**src/rtl/csr_arbiter_pkg.sv**
```systemverilog
// Shared definitions for the two-master CSR bus arbiter: bus widths, FSM
// state encoding and the peripheral base addresses seen on the CSR bus.
package csr_arbiter_pkg;

  localparam int CSR_AW = 5;
  localparam int CSR_DW = 8;

  typedef enum logic [1:0] {
    ST_IDLE = 2'd0,
    ST_ADDR = 2'd1,
    ST_DATA = 2'd2,
    ST_ACK  = 2'd3
  } state_t;

  localparam logic [CSR_AW-1:0] PWM0_BASE = 5'h0c;
  localparam logic [CSR_AW-1:0] PWM1_BASE = 5'h0e;

endpackage

```
**src/rtl/csr_arbiter_if.sv**
```systemverilog
// Bundle of both master request ports and the shared peripheral CSR bus.
// The slave modport is the arbiter; the master modport is its environment.
interface csr_arbiter_if
  import csr_arbiter_pkg::*;
#(
  parameter int ADDR_WIDTH = CSR_AW,
  parameter int DATA_WIDTH = CSR_DW
);

  logic                  m0_req;
  logic                  m0_we;
  logic [ADDR_WIDTH-1:0] m0_a;
  logic [DATA_WIDTH-1:0] m0_di;
  logic                  m0_ack;
  logic [DATA_WIDTH-1:0] m0_do;

  logic                  m1_req;
  logic                  m1_we;
  logic [ADDR_WIDTH-1:0] m1_a;
  logic [DATA_WIDTH-1:0] m1_di;
  logic                  m1_ack;
  logic [DATA_WIDTH-1:0] m1_do;

  logic [ADDR_WIDTH-1:0] csr_a;
  logic                  csr_we;
  logic [DATA_WIDTH-1:0] csr_do;
  logic [DATA_WIDTH-1:0] csr_di;

  modport slave (
    input  m0_req, m0_we, m0_a, m0_di,
    output m0_ack, m0_do,
    input  m1_req, m1_we, m1_a, m1_di,
    output m1_ack, m1_do,
    output csr_a, csr_we, csr_do,
    input  csr_di
  );

  modport master (
    output m0_req, m0_we, m0_a, m0_di,
    input  m0_ack, m0_do,
    output m1_req, m1_we, m1_a, m1_di,
    input  m1_ack, m1_do,
    input  csr_a, csr_we, csr_do,
    output csr_di
  );

endinterface

```
**src/rtl/csr_arbiter_rr_arb2.sv**
```systemverilog
// Combinational two-way round-robin pick: a lone requester wins outright,
// a tie goes to whichever master was not granted last.
module rr_arb2 (
  input  logic [1:0] req,
  input  logic       last,
  output logic       valid,
  output logic       gnt
);

  always_comb begin
    valid = |req;
    gnt   = (req == 2'b11) ? ~last : req[1];
  end

endmodule

```
**src/rtl/csr_arbiter.sv**
```systemverilog
// Two-master CSR bus arbiter: each granted master gets one complete
// IDLE->ADDR->DATA->ACK register access; all bus and ack outputs are registered.
module csr_arbiter
  import csr_arbiter_pkg::*;
#(
  parameter int ADDR_WIDTH = CSR_AW,
  parameter int DATA_WIDTH = CSR_DW
) (
  input  logic        clk,
  input  logic        rst,
  csr_arbiter_if.slave bus
);

  state_t                state_reg, state_next;
  logic [ADDR_WIDTH-1:0] csr_a_reg, csr_a_next;
  logic [DATA_WIDTH-1:0] csr_do_reg, csr_do_next;
  logic                  csr_we_reg, csr_we_next;
  logic                  we_reg, we_next;
  logic                  gnt_reg, gnt_next;
  logic                  last_reg, last_next;
  logic [1:0]            ack_reg, ack_next;
  logic [DATA_WIDTH-1:0] do_reg  [2];
  logic [DATA_WIDTH-1:0] do_next [2];

  logic [1:0] req_vec;
  logic       arb_valid;
  logic       arb_gnt;

  assign req_vec = {bus.m1_req, bus.m0_req};

  rr_arb2 u_rr_arb2 (
    .req   (req_vec),
    .last  (last_reg),
    .valid (arb_valid),
    .gnt   (arb_gnt)
  );

  // Per-master completion: ack follows DATA, read data is captured on the DATA edge.
  generate
    for (genvar gi = 0; gi < 2; gi++) begin : g_master
      assign ack_next[gi] = (state_reg == ST_DATA) && (gnt_reg == 1'(gi));
      assign do_next[gi]  = ((state_reg == ST_DATA) && !we_reg && (gnt_reg == 1'(gi)))
                            ? bus.csr_di : do_reg[gi];
    end
  endgenerate

  always_ff @(posedge clk or posedge rst) begin
    if (rst) begin
      state_reg  <= ST_IDLE;
      csr_a_reg  <= '0;
      csr_do_reg <= '0;
      csr_we_reg <= 1'b0;
      we_reg     <= 1'b0;
      gnt_reg    <= 1'b0;
      last_reg   <= 1'b1;
      ack_reg    <= 2'b00;
      do_reg[0]  <= '0;
      do_reg[1]  <= '0;
    end else begin
      state_reg  <= state_next;
      csr_a_reg  <= csr_a_next;
      csr_do_reg <= csr_do_next;
      csr_we_reg <= csr_we_next;
      we_reg     <= we_next;
      gnt_reg    <= gnt_next;
      last_reg   <= last_next;
      ack_reg    <= ack_next;
      do_reg[0]  <= do_next[0];
      do_reg[1]  <= do_next[1];
    end
  end

  always_comb begin
    state_next  = state_reg;
    csr_a_next  = csr_a_reg;
    csr_do_next = csr_do_reg;
    csr_we_next = 1'b0;
    we_next     = we_reg;
    gnt_next    = gnt_reg;
    last_next   = last_reg;
    case (state_reg)
      ST_IDLE: begin
        if (arb_valid) begin
          gnt_next   = arb_gnt;
          last_next  = arb_gnt;
          state_next = ST_ADDR;
          if (arb_gnt) begin
            csr_a_next  = bus.m1_a;
            csr_do_next = bus.m1_di;
            we_next     = bus.m1_we;
          end else begin
            csr_a_next  = bus.m0_a;
            csr_do_next = bus.m0_di;
            we_next     = bus.m0_we;
          end
          // Strobe is registered so it is high for exactly the ADDR cycle.
          csr_we_next = we_next;
        end
      end
      ST_ADDR: state_next = ST_DATA;
      ST_DATA: state_next = ST_ACK;
      ST_ACK:  state_next = ST_IDLE;
      default: state_next = ST_IDLE;
    endcase
  end

  assign bus.csr_a  = csr_a_reg;
  assign bus.csr_we = csr_we_reg;
  assign bus.csr_do = csr_do_reg;
  assign bus.m0_ack = ack_reg[0];
  assign bus.m1_ack = ack_reg[1];
  assign bus.m0_do  = do_reg[0];
  assign bus.m1_do  = do_reg[1];

endmodule
```
**src/flat_wrapper.sv**
```systemverilog
// flat-port wrapper written by rule: the top's interface ports become plain ports
module csr_arbiter_flat import csr_arbiter_pkg::*;
#(
  parameter int ADDR_WIDTH = CSR_AW,
  parameter int DATA_WIDTH = CSR_DW
)
  (clk, rst, bus_m0_req, bus_m0_we, bus_m0_a, bus_m0_di, bus_m0_ack, bus_m0_do, bus_m1_req, bus_m1_we, bus_m1_a, bus_m1_di, bus_m1_ack, bus_m1_do, bus_csr_a, bus_csr_we, bus_csr_do, bus_csr_di);
  csr_arbiter_if #(.ADDR_WIDTH(ADDR_WIDTH), .DATA_WIDTH(DATA_WIDTH)) bus_i ();
  input  logic clk;
  input  logic rst;
  input wire logic [$bits(bus_i.m0_req)-1:0] bus_m0_req;
  input wire logic [$bits(bus_i.m0_we)-1:0] bus_m0_we;
  input wire logic [$bits(bus_i.m0_a)-1:0] bus_m0_a;
  input wire logic [$bits(bus_i.m0_di)-1:0] bus_m0_di;
  output wire logic [$bits(bus_i.m0_ack)-1:0] bus_m0_ack;
  output wire logic [$bits(bus_i.m0_do)-1:0] bus_m0_do;
  input wire logic [$bits(bus_i.m1_req)-1:0] bus_m1_req;
  input wire logic [$bits(bus_i.m1_we)-1:0] bus_m1_we;
  input wire logic [$bits(bus_i.m1_a)-1:0] bus_m1_a;
  input wire logic [$bits(bus_i.m1_di)-1:0] bus_m1_di;
  output wire logic [$bits(bus_i.m1_ack)-1:0] bus_m1_ack;
  output wire logic [$bits(bus_i.m1_do)-1:0] bus_m1_do;
  output wire logic [$bits(bus_i.csr_a)-1:0] bus_csr_a;
  output wire logic [$bits(bus_i.csr_we)-1:0] bus_csr_we;
  output wire logic [$bits(bus_i.csr_do)-1:0] bus_csr_do;
  input wire logic [$bits(bus_i.csr_di)-1:0] bus_csr_di;
  assign bus_i.m0_req = bus_m0_req;
  assign bus_i.m0_we = bus_m0_we;
  assign bus_i.m0_a = bus_m0_a;
  assign bus_i.m0_di = bus_m0_di;
  assign bus_m0_ack = bus_i.m0_ack;
  assign bus_m0_do = bus_i.m0_do;
  assign bus_i.m1_req = bus_m1_req;
  assign bus_i.m1_we = bus_m1_we;
  assign bus_i.m1_a = bus_m1_a;
  assign bus_i.m1_di = bus_m1_di;
  assign bus_m1_ack = bus_i.m1_ack;
  assign bus_m1_do = bus_i.m1_do;
  assign bus_csr_a = bus_i.csr_a;
  assign bus_csr_we = bus_i.csr_we;
  assign bus_csr_do = bus_i.csr_do;
  assign bus_i.csr_di = bus_csr_di;
  csr_arbiter #(.ADDR_WIDTH(ADDR_WIDTH), .DATA_WIDTH(DATA_WIDTH)) u_core (.clk(clk), .rst(rst), .bus(bus_i));
endmodule
```
**config.mk**
```make
export PLATFORM = sky130hd
export DESIGN_NAME = csr_arbiter_flat
export DESIGN_NICKNAME = d
export VERILOG_FILES = /design/src/rtl/csr_arbiter_pkg.sv /design/src/rtl/csr_arbiter_if.sv /design/src/rtl/csr_arbiter_rr_arb2.sv /design/src/rtl/csr_arbiter.sv /design/src/flat_wrapper.sv
export SDC_FILE = /design/constraint.sdc
export NUM_CORES = 1
export LEC_CHECK = 0
export ABC_AREA = 1
export BUFFER_PORTS_ARGS = -buffer_cell sky130_fd_sc_hd__buf_2
export CAP_MARGIN = 20
export CORE_AREA = 2 2 64 66
export DETAILED_ROUTE_END_ITERATION = 10
export DIE_AREA = 0 0 66 68
export PLACE_DENSITY = 0.77
export SYNTH_ARGS = -nofsm -noshare
export SYNTH_HDL_FRONTEND = slang
export SYNTH_HIERARCHICAL = 1
export SYNTH_SLANG_ARGS = --single-unit
```
**constraint.sdc**
```tcl
create_clock -name clk -period 1.3 [get_ports clk]
set_input_delay 0.13 -clock clk [delete_from_list [all_inputs] [get_ports clk]]
set_output_delay 0.13 -clock clk [all_outputs]
set_load 0.1 [all_outputs]
```
Yosys cells after proc, flatten, opt, wreduce, memory -nomap -nowiden
Cells that the tools add are included.
Storage, ports and cells
  bits of input ports: 40
  logic and storage cells: 34
  flip-flop bits (word level): 37
Operators by class
  reduce and logical (&&, ||, !) cells: 9
  equal/unequal tests: 5
  mux-type cells: 8
  bitwise operators: 2
Operator list (count)
  8-bit 2-to-1 mux: 1
  2-bit one-hot mux with 4 select lines: 1
  2-bit == test (second input constant): 3
  1-bit logical AND: 5
  5-bit 2-to-1 mux: 1
  1-bit 2-to-1 mux: 4
  2-bit by 1-bit == test with 1-bit output (second input constant): 1
  2-bit logical NOT: 1
  2-bit 2-to-1 mux: 1
  2-bit by 1-bit inequality test with 1-bit output (second input constant): 1
  1-bit inverter: 2
  2-bit AND reduction: 1
  2-bit OR reduction: 1
  1-bit logical NOT: 1

Depth between registers and ports, before layout
  depth after elaboration: 5
  gate-level depth with buffers: 9
  depth with buffers taken out: 7

Cells and area by module
Netlist, hierarchy kept.
Modules (own cells, without submodules)
  csr_arbiter: cells an instance 204, times used 1, area an instance 1700.4 µm²
  rr_arb2: cells an instance 3, times used 1, area an instance 15.0 µm²

Worst setup path before layout
OpenSTA, ideal clock, no wires.
  path kind: register to register
  start point: reg, netlist name u_core/bus.csr_a[0]
  end point: reg u_core.csr_a_reg[0], in the netlist u_core/bus.csr_a[0]
  clock period less this slack: 1.156 ns
  buffers on the path: 0
  data arrival time: 1.088 ns
  cell stages (with the launch flop): 3
  setup time: 0.068 ns
  path slack: 0.144 ns
  cells stage by stage: dfrtp_1 > nand2_1 > nand2_1
RTL lines
  end signal: assignment: line csr_arbiter.sv:61  | csr_a_reg <= csr_a_next;
  end: declaration: line csr_arbiter.sv:15  | logic [ADDR_WIDTH-1:0] csr_a_reg, csr_a_next;

Worst setup path in the final report
  start point: reg u_core.csr_do_reg[4], in the netlist u_core/bus.csr_do[4]
  end point: out bus_csr_do[4]
RTL lines
  start: declaration: line csr_arbiter.sv:16  | logic [DATA_WIDTH-1:0] csr_do_reg, csr_do_next;
  start signal: assignment: line csr_arbiter.sv:62  | csr_do_reg <= csr_do_next;
  end: declaration: line flat_wrapper.sv:25  | output wire logic [$bits(bus_i.csr_do)-1:0] bus_csr_do;
No word-level cell between the ends.

==> key figures <==
Worst setup path
  – R2R cell count: 5
  – R2R setup slack: 0.12 ns
  – Crit path max fanout: 2
  – Buffer and inverter count on the worst path: 1
  – Delay-heaviest family, CP: buffers and inverters
  – Critical-path cell list: buf_2
  – Crit end category: output port
  – Req. time, crit path: 1.17 ns
  – Critical Path Max Stage Delay: 0.43 ns
  – Crit path depth: 1
  – CP Class: register to output port
  – CP arrival: 1.08 ns
  – Startpoint Class: register
  – Max stage delay cell, worst path: buf_2

Finish
  – Post-route cell area: 2240 sq um
  – Share of layout cells above drive strength 1: 35.1%
  – Nets: 327
  – Register area: 927 sq um
  – Synth-to-Final Area Change: 30.4%
  – Multi-input gate area: 671 sq um
  – Fillers: 382
  – Antenna cells: 0

STA
  – RSZ-0062 raised after global routing: no
  – Worst relative slew slack: 67.5%
  – Tmin final: 1.21 ns
  – Hold Worst Slack: 0.102 ns
  – Max Clk Rate: 829 MHz
  – Final period util: 92.8%
  – Slew Viols, Final: 0
  – Worst-Margin Slew: 0.492 ns
  – Setup TNS: 0 ns
  – Number of setup violations in the final report: 0
  – Worst Setup Slack, final: 0.0938 ns
  – Hold Violations, Final: 0
  – Final Skew: 0.00299 ns

Yosys
  – Post-synthesis async set-or-reset flop share: 100%
  – Synth top area cells: dfrtp_1, nand2_1, nand4_1
  – Synthesized area: 1720 sq um
  – Syn Nets: 249
  – Area leader, netlist: dfrtp_1
  – Commonest cells post-synth: nand2_1, dfrtp_1, nand3_1, nand4_1, inv_1
  – Syn_area_per_cell: 8.29 sq um
  – Post-synth top flop: dfrtp_1
  – Post-synth EDFFs: 0
  – Top-count cell post-synth: nand2_1
  – Distinct cells, synth: 20
  – Synthesis-stage register bit count: 37
  – Post-synthesis cell count: 207
  – Yosys top cell area share: 52.5%
  – Synth Warn #: 6
  – Seq/Total Area, Yosys: 54.0%

Global routing
  – Global-route wire length before repair: 6.42 mm
  – Global route overflow: 0
  – Total global-route track usage: 19.2%
  – Number of global-route vias before repair: 1473
  – Largest net degree at the start of global routing: 38
  – Initial antenna violation count: 0

Detailed routing
  – DRT iter0 DRCs: 142
  – Final wirelength: 3.85 mm
  – Vias per inst: 4.69
  – Remaining antenna violation count after routing: 0
  – Vias after detailed routing: 1570
  – DRT Pass-1 Iters: 4
  – WL per Instance: 11.5 um
  – DRC: 0

Floorplan
  – Height of the chip: 68 um
  – Core area: 3860 sq um
  – Boundary Pins: 72
  – Initial Util: 44.5%
  – Die area: 4490 sq um
  – Rows: 23
  – Die width: 66 um

Place
  – Placed inst area: 2130 sq um
  – RePlAce Congestion: 0.741
  – Port Buf Inserts: 71
  – Dpl hpwl: 2.87 mm
  – Pre-CTS setup slack: -0.231 ns

CTS
  – Reg clk slew, reported paths: 0.07 ns
  – Clk root buf: clkbuf_8
  – Sink Count: 37
  – Clk_lat worst skew: 0.28 ns
  – Inserted Clock Buffers: 5
  – Post CTS Setup Buffer Count: 0
  – Maximum clock insertion buffer count: 2
  – H-Tree Depth: 2
  – CTS tree: done

Status
  – Outcome: completed

Flow run
  – Max-cap violations: 0

Worst hold path
  – WHS Path Cells: 3
  – Class of the worst hold path: primary input to register
## repair_timing
action | 4_1_cts | 5_1_grt
resized for setup | 1 | 2
pin swaps | 0 | 0
endpoints found under the setup margin | 17 | 31
hold buffers | 1 | 0
endpoints found under the hold margin | 36 | 0
## path summary, 6_finish.rpt
kind | endpoint | start
max | bus_csr_do[4] | u_core/bus.csr_do[4]
min | u_core/bus.m1_do[1] | bus_csr_di[1]
max reg2reg | u_core/bus.m1_do[7] | u_core/state_reg[0]
min reg2reg | u_core/bus.m0_do[7] | u_core/bus.m0_do[7]
max in group asynchronous | u_core/last_reg | rst
min in group asynchronous | u_core/bus.m0_do[4] | rst
## per-layer routing
layer  wire [um]  part of all wire (%)  GRT usage (%)  up-vias
met5           0                     0              0        -
met2        1910                    50           32.6       70
met1        1560                    41           23.0      700
met4          60                   1.6           9.69        0
met3         318                   8.3           4.44        5
li1            -                     -              -      795
## layout make-up
class                      count  area share [%]
inverter                      12            2.46
sequential                    37            41.4
tap                           50            2.80
clock buffer                   7            3.86
multi-input combinational    151            30.0
timing repair buffer          78            19.5
## metrics by stage
stage | utilization, % | cells
2_1_floorplan | - | 207
3_3_place_gp | 55.2 | 327
3_5_place_dp | 55.2 | 327
4_1_cts | 57.8 | 335
5_1_grt | 58.0 | 335
6_report | 58.0 | 335
## logic make-up (layout without fill, tap and decap cells)
group	count (synthesis)	in the layout	share of synthesized area, %
adders and majority gates	2	2	1.46
buffers and inverters	19	97	7.66
AOI/OAI and AO/OA	4	4	1.17
DFF	37	37	54.0
and+or+nand+nor	145	145	35.7
## placed cells by master, fill, tap and decap left out, types with 2 or more instances in the layout
cell / instances
buf_4: 4
nand4_1: 8
dfrtp_1: 36
clkbuf_8: 6
nor2_1: 3
inv_2: 3
nand2_2: 6
buf_2: 71
o21ai_0: 2
inv_1: 7
nand3_2: 2
nand2_1: 116
buf_12: 2
nand3_1: 8
Power is not shown: default switching activity piles up to over one toggle a cycle in this logic, so the estimate is an artifact.
